===== config.mk =====
export PLATFORM = sky130hd
export DESIGN_NAME = coh_bus_arbiter
export DESIGN_NICKNAME = d
export VERILOG_FILES = /design/src/rtl/coh_bus_arbiter.sv
export SDC_FILE = /design/constraint.sdc
export NUM_CORES = 1
export LEC_CHECK = 0
export ABC_AREA = 1
export CORE_ASPECT_RATIO = 1.4
export CORE_MARGIN = 4
export CORE_UTILIZATION = 52
export CTS_BUF_LIST = sky130_fd_sc_hd__clkbuf_4
export CTS_CLUSTER_DIAMETER = 80
export DETAILED_ROUTE_END_ITERATION = 8
export GPL_ROUTABILITY_DRIVEN = 0
export PLACE_DENSITY_LB_ADDON = 0.1
export SLEW_MARGIN = 15
export SYNTH_ARGS = -nofsm -noshare
export SYNTH_HDL_FRONTEND = slang
export SYNTH_SLANG_ARGS = --single-unit

===== constraint.sdc =====
create_clock -name clk -period 2.68 [get_ports clk]
set_clock_uncertainty 0.2 [all_clocks]
set_input_delay 0.536 -clock clk [delete_from_list [all_inputs] [get_ports clk]]
set_output_delay 0.536 -clock clk [all_outputs]
set_load 0.02 [all_outputs]

===== src/rtl/coh_bus_arbiter.sv =====
// Two-core snooping-bus arbiter: round-robin grant, snoop of the other core,
// memory/forward source select and timed data phase ending in a done pulse.
//
// state | meaning
// IDLE  | bus free, arbitrate between req0/req1
// SNOOP | snoop the non-owner, capture its hit as the data source
// DATA  | data phase, counter runs down to zero
// DONE  | done pulse to the owner, update round-robin pointer
module coh_bus_arbiter #(
  parameter int ADDR_W  = 5,
  parameter int MEM_LAT = 4,
  parameter int C2C_LAT = 2
) (
  input  logic              clk,
  input  logic              rst,
  input  logic              req0,
  input  logic              req1,
  input  logic              op0,
  input  logic              op1,
  input  logic [ADDR_W-1:0] addr0,
  input  logic [ADDR_W-1:0] addr1,
  output logic              gnt0,
  output logic              gnt1,
  output logic [ADDR_W-1:0] bus_addr,
  output logic              bus_op,
  output logic              snoop0,
  output logic              snoop1,
  input  logic              hit0,
  input  logic              hit1,
  output logic              inval,
  output logic              src_sel,
  output logic              mem_rd,
  output logic              done0,
  output logic              done1
);

  localparam int MAX_LAT = (MEM_LAT > C2C_LAT) ? MEM_LAT : C2C_LAT;
  localparam int CNT_W   = $clog2(MAX_LAT) + 1;
  localparam logic [CNT_W-1:0] MEM_LD = CNT_W'(MEM_LAT - 1);
  localparam logic [CNT_W-1:0] C2C_LD = CNT_W'(C2C_LAT - 1);

  typedef enum logic [1:0] {IDLE, SNOOP, DATA, DONE} state_t;

  state_t           state;
  logic             owner;
  logic             last;
  logic [CNT_W-1:0] cnt;
  logic             pick;
  logic             hit_y;

  // On a tie the core that was not served last wins.
  assign pick  = (req0 && req1) ? ~last : req1;
  assign hit_y = owner ? hit0 : hit1;

  always_ff @(posedge clk or posedge rst) begin
    if (rst) begin
      state    <= IDLE;
      owner    <= 1'b0;
      last     <= 1'b1;
      cnt      <= '0;
      gnt0     <= 1'b0;
      gnt1     <= 1'b0;
      bus_addr <= '0;
      bus_op   <= 1'b0;
      snoop0   <= 1'b0;
      snoop1   <= 1'b0;
      inval    <= 1'b0;
      src_sel  <= 1'b0;
      mem_rd   <= 1'b0;
      done0    <= 1'b0;
      done1    <= 1'b0;
    end else begin
      case (state)
        IDLE: begin
          if (req0 || req1) begin
            owner    <= pick;
            gnt0     <= ~pick;
            gnt1     <= pick;
            bus_addr <= pick ? addr1 : addr0;
            bus_op   <= pick ? op1 : op0;
            snoop0   <= pick;
            snoop1   <= ~pick;
            inval    <= pick ? op1 : op0;
            state    <= SNOOP;
          end
        end
        SNOOP: begin
          snoop0  <= 1'b0;
          snoop1  <= 1'b0;
          inval   <= 1'b0;
          src_sel <= hit_y;
          mem_rd  <= ~hit_y;
          cnt     <= hit_y ? C2C_LD : MEM_LD;
          state   <= DATA;
        end
        DATA: begin
          if (cnt == '0) begin
            mem_rd <= 1'b0;
            done0  <= ~owner;
            done1  <= owner;
            state  <= DONE;
          end else begin
            cnt <= cnt - 1'b1;
          end
        end
        DONE: begin
          done0    <= 1'b0;
          done1    <= 1'b0;
          gnt0     <= 1'b0;
          gnt1     <= 1'b0;
          bus_addr <= '0;
          bus_op   <= 1'b0;
          src_sel  <= 1'b0;
          last     <= owner;
          state    <= IDLE;
        end
        default: state <= IDLE;
      endcase
    end
  end

endmodule


==> impl_metrics.toml <==
[run_status]
status = "finished clean"

[power_and_ir_drop]
p_sw_uw = 752.9
switching_share_pct = 45.04
power.share.clock_pct = 9.2
internal_power_uw = 918.7
power.density_mw_per_mm2 = 1087
p_seq_share_pct = 34.3
total_leakage_power_uw = 0.0008031
peakVddDrop_mv = 0.5658
power_frac_comb_pct = 56.5

[clock_tree]
path_clk_slew_ps = 120
cts_sinks = 22
clk_latency_ps = 310
cts_buffers = 3
post_cts_buffers = 0
htreeDepth = 1
tritoncts = "done"
cts_buffer_depth = 2
hold_buffers = 0
cts_resized = 0
cts_root_buf = "clkbuf_4"

[final_layout]
reg_top3 = "bus_addr: 5 flops, cnt: 3 flops, state: 2 flops"
antenna_cells = 0
largest_reg_flops = 5
syn2layout_area_growth_pct = 31.58
largest_register = "bus_addr"
final_nets = 208
drive_above_1_share_pct = 7.104
utilization_pct = 71.45

[die]
die_w_um = 48.07
rows = 20
die_h_um = 64.09
core_area_sq_mm = 0.002152
io_pins = 33
initial_utilization_pct = 54.30
die_area_sq_mm = 0.003080

[grt]
grt_pass1_wl_mm = 4.581
grt_usage_pct = 20.63
antenna_found_initial = 0
grt_max_degree = 23
first_global_vias = 1143
grt_remaining_overflow = 0

[worst_setup_path]
worst-endpoint-required_ps = 1940
path_cells = "clkdlybuf4s50_1"
cp-start-kind = "register"
path_buf_inv = 1
crit_path_end = "bus_addr[3]"
end_kind = "primary output"
crit_cells = 1
r2r_end = "cnt[0]$_DFFE_PP0P_"
critPathLaunch = "bus_addr[3]$_DFFE_PP0P_"
cpMaxStageDelayCell = "clkdlybuf4s50_1"
reg2reg_slack_ps = 1000
critical-path-top-delay-family = "buffers and inverters"
critPathKind = "reg2out"
rr_worst_depth = 7
max_stage_delay_ps = 610
critical_path_arrival_ps = 1300
r2r_start = "state[0]$_DFFE_PP0P_"
crit_fanout = 2

[drt]
avgRoutedWirePerCell_um = 13.01
finalWirelength_mm = 2.667
first_pass_iters = 4
drt-initial-drc-count = 19
drcViolationCount = 0
viasPerCell = 5.117
ant_nets = 0
num_vias = 1049

[sta]
worstMarginPinSlew_ps = 507.3
setup_tns_ps = 0
rsz0062_at_grt = "false"
period_share_pct = 76.12
drv_slew = 0
hold_violations = 0
timing.slew.headroom_pct = 66.18
period_needed_ps = 2040
finalSetupViolations = 0
timing.fmax_mhz = 490.2

[synthesis]
ys_types = 21
synth.yosys.seq_area_share_pct = 47.22
synth_area_sq_mm = 0.001169
ys_ff_latch = 22
yosys_warnings = 0
synth_cells = 148
avgSynthCellArea_sq_um = 7.896
synth_nets = 172

[hold_path]
min_path_type = "reg2reg"

[run]
maxCapViolations = 0

[placed_design]
port_buffers = 32
dp_hpwl_mm = 2.153
==> cells in the final DEF, fill, tap and decap left out <==
cell type	instances
nand2_1	54
clkdlybuf4s50_1	32
nand3_1	22
dfrtp_1	21
inv_1	16
ha_1	6
nor2_1	5
o21ai_0	5
nand3b_1	4
clkbuf_4	3
nand2_2	2
inv_2	2
nor2_2	1
nor3_4	1
o21ai_2	1
o21ai_1	1
a21oi_1	1
or2_2	1
xor2_1	1
and2_1	1
clkinv_1	1
dfstp_2	1
buf_4	1
==> cells by family after synthesis <==
logic type	after synthesis	synth area share, %
AO/OA/AOI/OAI	8	3.746
XOR/XNOR	1	0.7496
adder cells (fa/ha/maj)	6	6.424
buffers and inverters	20	6.853
flip-flops	22	47.22
AND/OR/NAND/NOR	91	35.01
==> metrics by stage <==
| stage | instance area [sq um] | power (uW) | cells | hold slack [ps] | setup WS [ps] |
|---|---|---|---|---|---|
| final | 1538 | 1672 | 205 | 300.7 | 640.0 |
| after global routing | 1538 | 1832 | 205 | 336.8 | 587.9 |
| after CTS | 1538 | 1686 | 205 | 304.9 | 628.5 |
| after detailed placement | 1511 | 1531 | 201 | 275.9 | 451.1 |
| after global placement | 1511 | 1485 | 201 | 258.7 | 534.4 |
| after floorplan | 1169 | 1178 | 148 | 248.8 | 1243 |
==> synthesized netlist by cell type <==
| library cell | instances | area share, % |
|---|---|---|
| nand2_2 | 2 | 1.1 |
| nor2_1 | 5 | 1.6 |
| nand3b_1 | 4 | 2.6 |
| or2_2 | 1 | 0.54 |
| dfstp_2 | 1 | 2.2 |
| inv_2 | 2 | 0.64 |
| o21ai_0 | 5 | 2.1 |
| buf_4 | 1 | 0.64 |
| buf_2 | 1 | 0.43 |
| nand3_1 | 22 | 9.4 |
| nand2_1 | 54 | 17 |
| a21oi_1 | 1 | 0.43 |
| and2_1 | 1 | 0.54 |
| o21ai_2 | 1 | 0.75 |
| o21ai_1 | 1 | 0.43 |
| inv_1 | 16 | 5.1 |
| xor2_1 | 1 | 0.75 |
| dfrtp_1 | 21 | 45 |
| nor3_4 | 1 | 1.4 |
| nor2_2 | 1 | 0.54 |
| ha_1 | 6 | 6.4 |
==> worst min-delay path by stage <==
stage               slack, ps            endpoint  cells past startpoint                from
detailed placement        280   done1$_DFFE_PP0P_                      2   done1$_DFFE_PP0P_
global placement          260   done1$_DFFE_PP0P_                      2   done1$_DFFE_PP0P_
global route              340   done1$_DFFE_PP0P_                      2   done1$_DFFE_PP0P_
floorplan                 250  cnt[1]$_DFFE_PP0P_                      2  cnt[1]$_DFFE_PP0P_
finish                    300   done1$_DFFE_PP0P_                      2   done1$_DFFE_PP0P_
CTS                       300   done1$_DFFE_PP0P_                      2   done1$_DFFE_PP0P_
==> power by group through the flow <==
stage          sequential (uW)  clock (uW)  combinational (uW)
2_1_floorplan              675           0                 503
3_3_place_gp               576           0                 909
3_5_place_dp               579           0                 952
4_1_cts                    575         155                 956
5_1_grt                    592         170                1070
6_report                   573         154                 944
==> layer usage <==
layer  part of all wire (%)  global-route usage (%)  routed length (um)  vias up
met5                      0                       0                   0        -
met3                    4.6                   3.099                 124        6
li1                       -                       -                   -      535
met4                    1.9                   8.754                  51        0
met2                     55                   38.91                1459       25
met1                     39                   19.96                1032      483
==> cell type report <==
class	instances	area, sq um
sequential	22	551.8
timing repair buffer	33	327.8
fill	184	614.3
multi-input combinational	106	536.8
clock buffer	3	22.52
tap	22	27.53
clock inverter	1	3.754
inverter	18	67.56
No activity file was read; power rests on OpenSTA's default activity.
==> RTL edit 1 (same flow settings) <==
Set the parameter `MEM_LAT` to 8 (it was 4).
--- a/src/rtl/coh_bus_arbiter.sv
+++ b/src/rtl/coh_bus_arbiter.sv
@@ -10,3 +10,3 @@
   parameter int ADDR_W  = 5,
-  parameter int MEM_LAT = 4,
+  parameter int MEM_LAT = 8,
   parameter int C2C_LAT = 2
Behaviour: not the same (a bounded check fails within 10 cycles, from zero or initial values and one cycle with rst high).
==> RTL edit 1 against the unedited design <==
  * Fmax down 0.22%
  * Total power up 6.7%
  * Critical path type unchanged
  * Highest routed layer unchanged
  * Synthesized area up 3.5%
  * Worst setup slack worse by 0.0045 ns
  * Sequential power up 6.3%
  * Sequential cell count up 1
  * Largest cell class unchanged
  * Cell count up 3.4%
  * Critical path depth unchanged
  * Final area up 2.9%
  * Routed wire length up 4.6%
  * Non-clock buffer count unchanged
  * Clock power up 5%
==> RTL edit 1: results (changes against the unedited design) <==
Post-CTS sizing - 0 (unchanged)
Number of instances in the synthesized netlist - 155 (+4.7%)
GR Layer Usage met3 - 3.45% (+0.35 points)
Final layout net count - 215 (+3.4%)
Most common library cells after synthesis - nand2_1 (57), dfrtp_1 (22), nand3_1 (19), inv_1 (17), o21ai_0 (9)
Layout multi-input combinational cell count - 111 (+4.7%)
Clock transition at path regs - 0.12 ns (about the same)
Total track usage - 19.4% (-1.3 points)
Largest net degree at the start of global routing - 24 (+4.3%)
Global-route wire length before repair - 4970 um (+8.4%)
Routed Wire Length - 2790 um (+4.6%)
Number of cells in the design after placement - 208 (+3.5%)
Routed wirelength normalized by instance count - 13.2 um (+1.2%)
Regs by FF count - bus_addr x5, cnt x4, state x2
Post-synthesis share of cell area spent on full adders, half adders and majority gates - 6.20% (-0.22 points)
Mux share of post-synthesis cell area - 0% (unchanged)
Outcome - complete, no violations
Synthesized-area fraction occupied by xor and xnor cells - 0% (-0.75 points)
Synth Area in Compound Gates - 9.93% (+6.2 points)
Share of final-layout standard cells stronger than drive strength 1 - 6.84% (-0.26 points)
Share of cell area taken by flip-flops and latches - 36.4% (+0.56 points)
Proportion of synthesized flip-flops having asynchronous set or reset - 100% (unchanged)
Number of global-route vias before repair - 1142 (-0.087%)
Leakage dissipation - 0.797 nW (-0.77%)
Remaining max-slew budget at the tightest pin - 72.5% (+6.3 points)
Via density per instance - 5.17 (+1.1%)
Number of nets produced by synthesis - 179 (+4.1%)
Cell-internal power - 0.963 mW (+4.9%)
M2 GR Usage - 38.4% (-0.51 points)
Number of flip-flops and latches in the synthesized netlist - 23 (+4.5%)
Data buffer area share - 20.7% (-0.61 points)
Met1 track demand over resource - 20.2% (+0.21 points)
Worst supply voltage drop on vdd - 0.712 mV (+26%)
Area of combinational cells with multiple inputs - 552 um^2 (+2.8%)
Number of fill cells in the layout - 186 (+1.1%)
Biggest area contributors in the synthesized netlist - dfrtp_1 (46%), nand2_1 (18%), nand3_1 (7.9%), ha_1 (6.2%), inv_1 (5.3%)
Number of warning messages in the yosys log - 0 (unchanged)
Post-DP HPWL - 2240 um (+4.1%)
Share of final layout cell area taken by clock buffers and inverters - 1.74% (+0.030 points)
[RTL edit 1: stage by stage]
step | setup WS (ns) | hold slack (ns) | instance area (um^2)
6_report | 0.635 | 0.292 | 1580
4_1_cts | 0.626 | 0.296 | 1580
5_1_grt | 0.593 | 0.325 | 1580
3_5_place_dp | 0.648 | 0.265 | 1560
3_3_place_gp | 0.702 | 0.262 | 1560
2_1_floorplan | 1.22 | 0.262 | 1210
[RTL edit 1: power by group through the flow]
stage	logic [mW]	clock network (mW)	registers, mW
3_5_place_dp	1.02	0	0.618
2_1_floorplan	0.573	0	0.703
4_1_cts	1.03	0.165	0.610
6_report	1.01	0.161	0.609
5_1_grt	1.15	0.181	0.630
3_3_place_gp	0.989	0	0.607
[RTL edit 1: path summary, 6_finish.rpt]
| kind | cells after the start | to | slack, ns | startpoint |
|---|---|---|---|---|
| min | 2 | bus_addr[0]$_DFFE_PP0P_ | 0.29 | bus_addr[0]$_DFFE_PP0P_ |
| min in group asynchronous | 3 | bus_addr[2]$_DFFE_PP0P_ | 0.34 | rst |
| max reg2reg | 7 | cnt[1]$_DFFE_PP0P_ | 1.00 | state[0]$_DFFE_PP0P_ |
| max | 1 | bus_addr[4] | 0.64 | bus_addr[4]$_DFFE_PP0P_ |
| min reg2reg | 2 | bus_addr[0]$_DFFE_PP0P_ | 0.29 | bus_addr[0]$_DFFE_PP0P_ |
| max in group asynchronous | 3 | last$_DFFE_PP1P_ | 1.66 | rst |
[RTL edit 1: metal layers]
layer,up-vias,wire (um)
met5,-,0
met4,0,36
met3,4,151
met2,30,1540
met1,499,1060
li1,564,-
==> RTL edit 2 (same flow settings) <==
Made on the original files. Reset style: synchronous (`rst`), changed in one clocked block.
--- a/src/rtl/coh_bus_arbiter.sv
+++ b/src/rtl/coh_bus_arbiter.sv
@@ -54,3 +54,3 @@
 
-  always_ff @(posedge clk or posedge rst) begin
+  always_ff @(posedge clk) begin
     if (rst) begin
Behaviour: differs if rst is asserted again (counterexample within 4 cycles, from zero or initial values and one cycle with rst high); with rst held inactive, the same outputs for 10 cycles.
==> RTL edit 2 against the unedited design <==
  * Worst setup slack improved by 0.016 ns
  * Total power decreased by 7.3%
  * Via count is 5.1% higher
  * Cell count fell by 0.49%
  * Routed wire length shrank 0.41%
  * Non-clock buffer count unchanged
  * Sequential cell count unchanged
  * Critical endpoint is now done1
  * Critical path depth stayed put
  * Global-route usage shrank 0.67 points
  * Synthesized area shrank 5.2%
  * Final area down 3.4%
==> RTL edit 2: results (changes against the unedited design) <==
Outcome - complete, no violations
Number of warning messages in the yosys log - 0 (unchanged)
Biggest area contributors in the synthesized netlist - dfxtp_1 (40%), nand3_1 (13%), nand2_1 (8.8%), a21oi_1 (8.6%), ha_1 (6.8%)
H-tree depth reported by CTS - 1 (unchanged)
Remaining max-slew budget at the tightest pin - 65.9% (-0.23 points)
Most common library cells after synthesis - nand3_1 (28), nand2_1 (26), dfxtp_1 (22), a21oi_1 (19), inv_1 (12)
Clk Latency, worst-skew pair - 0.31 ns (about the same)
Via density per instance - 5.40 (+5.6%)
Worst supply voltage drop on vdd - 0.691 mV (+22%)
Total track usage - 20.0% (-0.67 points)
Leakage dissipation - 0.628 nW (-22%)
Hold Crit Class - flip-flop to flip-flop
Drt first-iter violations - 25 (+6)
Antenna violations before repair - 0 (unchanged)
Post-DP HPWL - 2050 um (-4.8%)
Post-CTS Setup Inserts - 0 (unchanged)
Number of global-route vias before repair - 1097 (-4.0%)
Number of input and output port buffers inserted - 32 (unchanged)
Arrival time reported for the critical path endpoint - 1.29 ns
Post-CTS sizing - 0 (unchanged)
Regs by FF count - bus_addr x5, cnt x3, state x2
Proportion of synthesized flip-flops having asynchronous set or reset - 0% (-100 points)
Buffer cell driving the clock tree root - clkbuf_4
Share of final-layout standard cells stronger than drive strength 1 - 9.84% (+2.7 points)
Clock transition at path regs - 0.13 ns
Global-route wire length before repair - 4440 um (-3.0%)
Number of nets produced by synthesis - 175 (+1.7%)
Sequential-to-total area share from yosys stat - 39.8% (-7.4 points)
Largest net degree at the start of global routing - 14 (-39%)
Routed wirelength normalized by instance count - 13.0 um (about the same)
Number of fill cells in the layout - 170 (-7.6%)
Number of antenna diodes - 0 (unchanged)
Final layout net count - 208 (unchanged)
Distinct cells, synth - 20 (-4.8%)
[RTL edit 2: cell count changes after synthesis, sizes merged, moves of 6 or more]
cell,unedited run,this run
a21oi,1,19
dfrtp,21,0
dfxtp,0,22
nand2,56,28
nand3,22,28
[RTL edit 2: stage by stage]
stage	std cells	setup WS (ns)	hold slack, ns	cell area [um^2]	util, %
global route	204	0.590	0.319	1490	74.4
finish	204	0.656	0.288	1490	74.4
floorplan	151	1.19	0.264	1110	-
detailed placement	200	0.419	0.276	1430	71.7
global placement	200	0.518	0.269	1430	71.7
CTS	204	0.649	0.295	1490	74.4
[RTL edit 2: layout make-up]
class	instances	area (um^2)	area share (%)
Clock buffer	3	22.5	1.52
Inverter	20	75.1	5.05
Timing Repair Buffer	33	328	22.1
Tap cell	21	26.3	1.77
Clock inverter	1	30.0	2.02
Multi-Input combinational cell	104	563	37.9
Sequential cell	22	440	29.7
[RTL edit 2: logic make-up after synthesis]
logic type,synth area share (%)
AOI/OAI and AO/OA,13.4
adders and majority gates,6.78
buffers and inverters,9.38
DFF,39.8
and+or+nand+nor,30.6
[RTL edit 2: path summary, 6_finish.rpt]
path                                            start                  endpoint  depth (start not counted)  slack [ns]
worst max-delay path               done1$_SDFFE_PP0P_                     done1                          1        0.66
worst min register to register      gnt1$_SDFFE_PP0P_         gnt1$_SDFFE_PP0P_                          2        0.29
worst max register to register  state[0]$_SDFFE_PP0P_  bus_addr[4]$_SDFFE_PP0P_                          6        0.93
worst min-delay path                gnt1$_SDFFE_PP0P_         gnt1$_SDFFE_PP0P_                          2        0.29
[RTL edit 2: where the power goes]
group	internal, mW	switching, mW	total [mW]
Sequential	0.436	0.0647	0.500
Combinational	0.318	0.475	0.793
Clock	0.151	0.106	0.257
[RTL edit 2: routing by layer]
| layer | wire (um) | vias up | track usage, % |
|---|---|---|---|
| li1 | - | 565 | - |
| met1 | 1020 | 504 | 21.4 |
| met3 | 146 | 5 | 2.31 |
| met4 | 37 | 0 | 6.92 |
| met2 | 1450 | 28 | 36.9 |
| met5 | 0 | - | 0 |
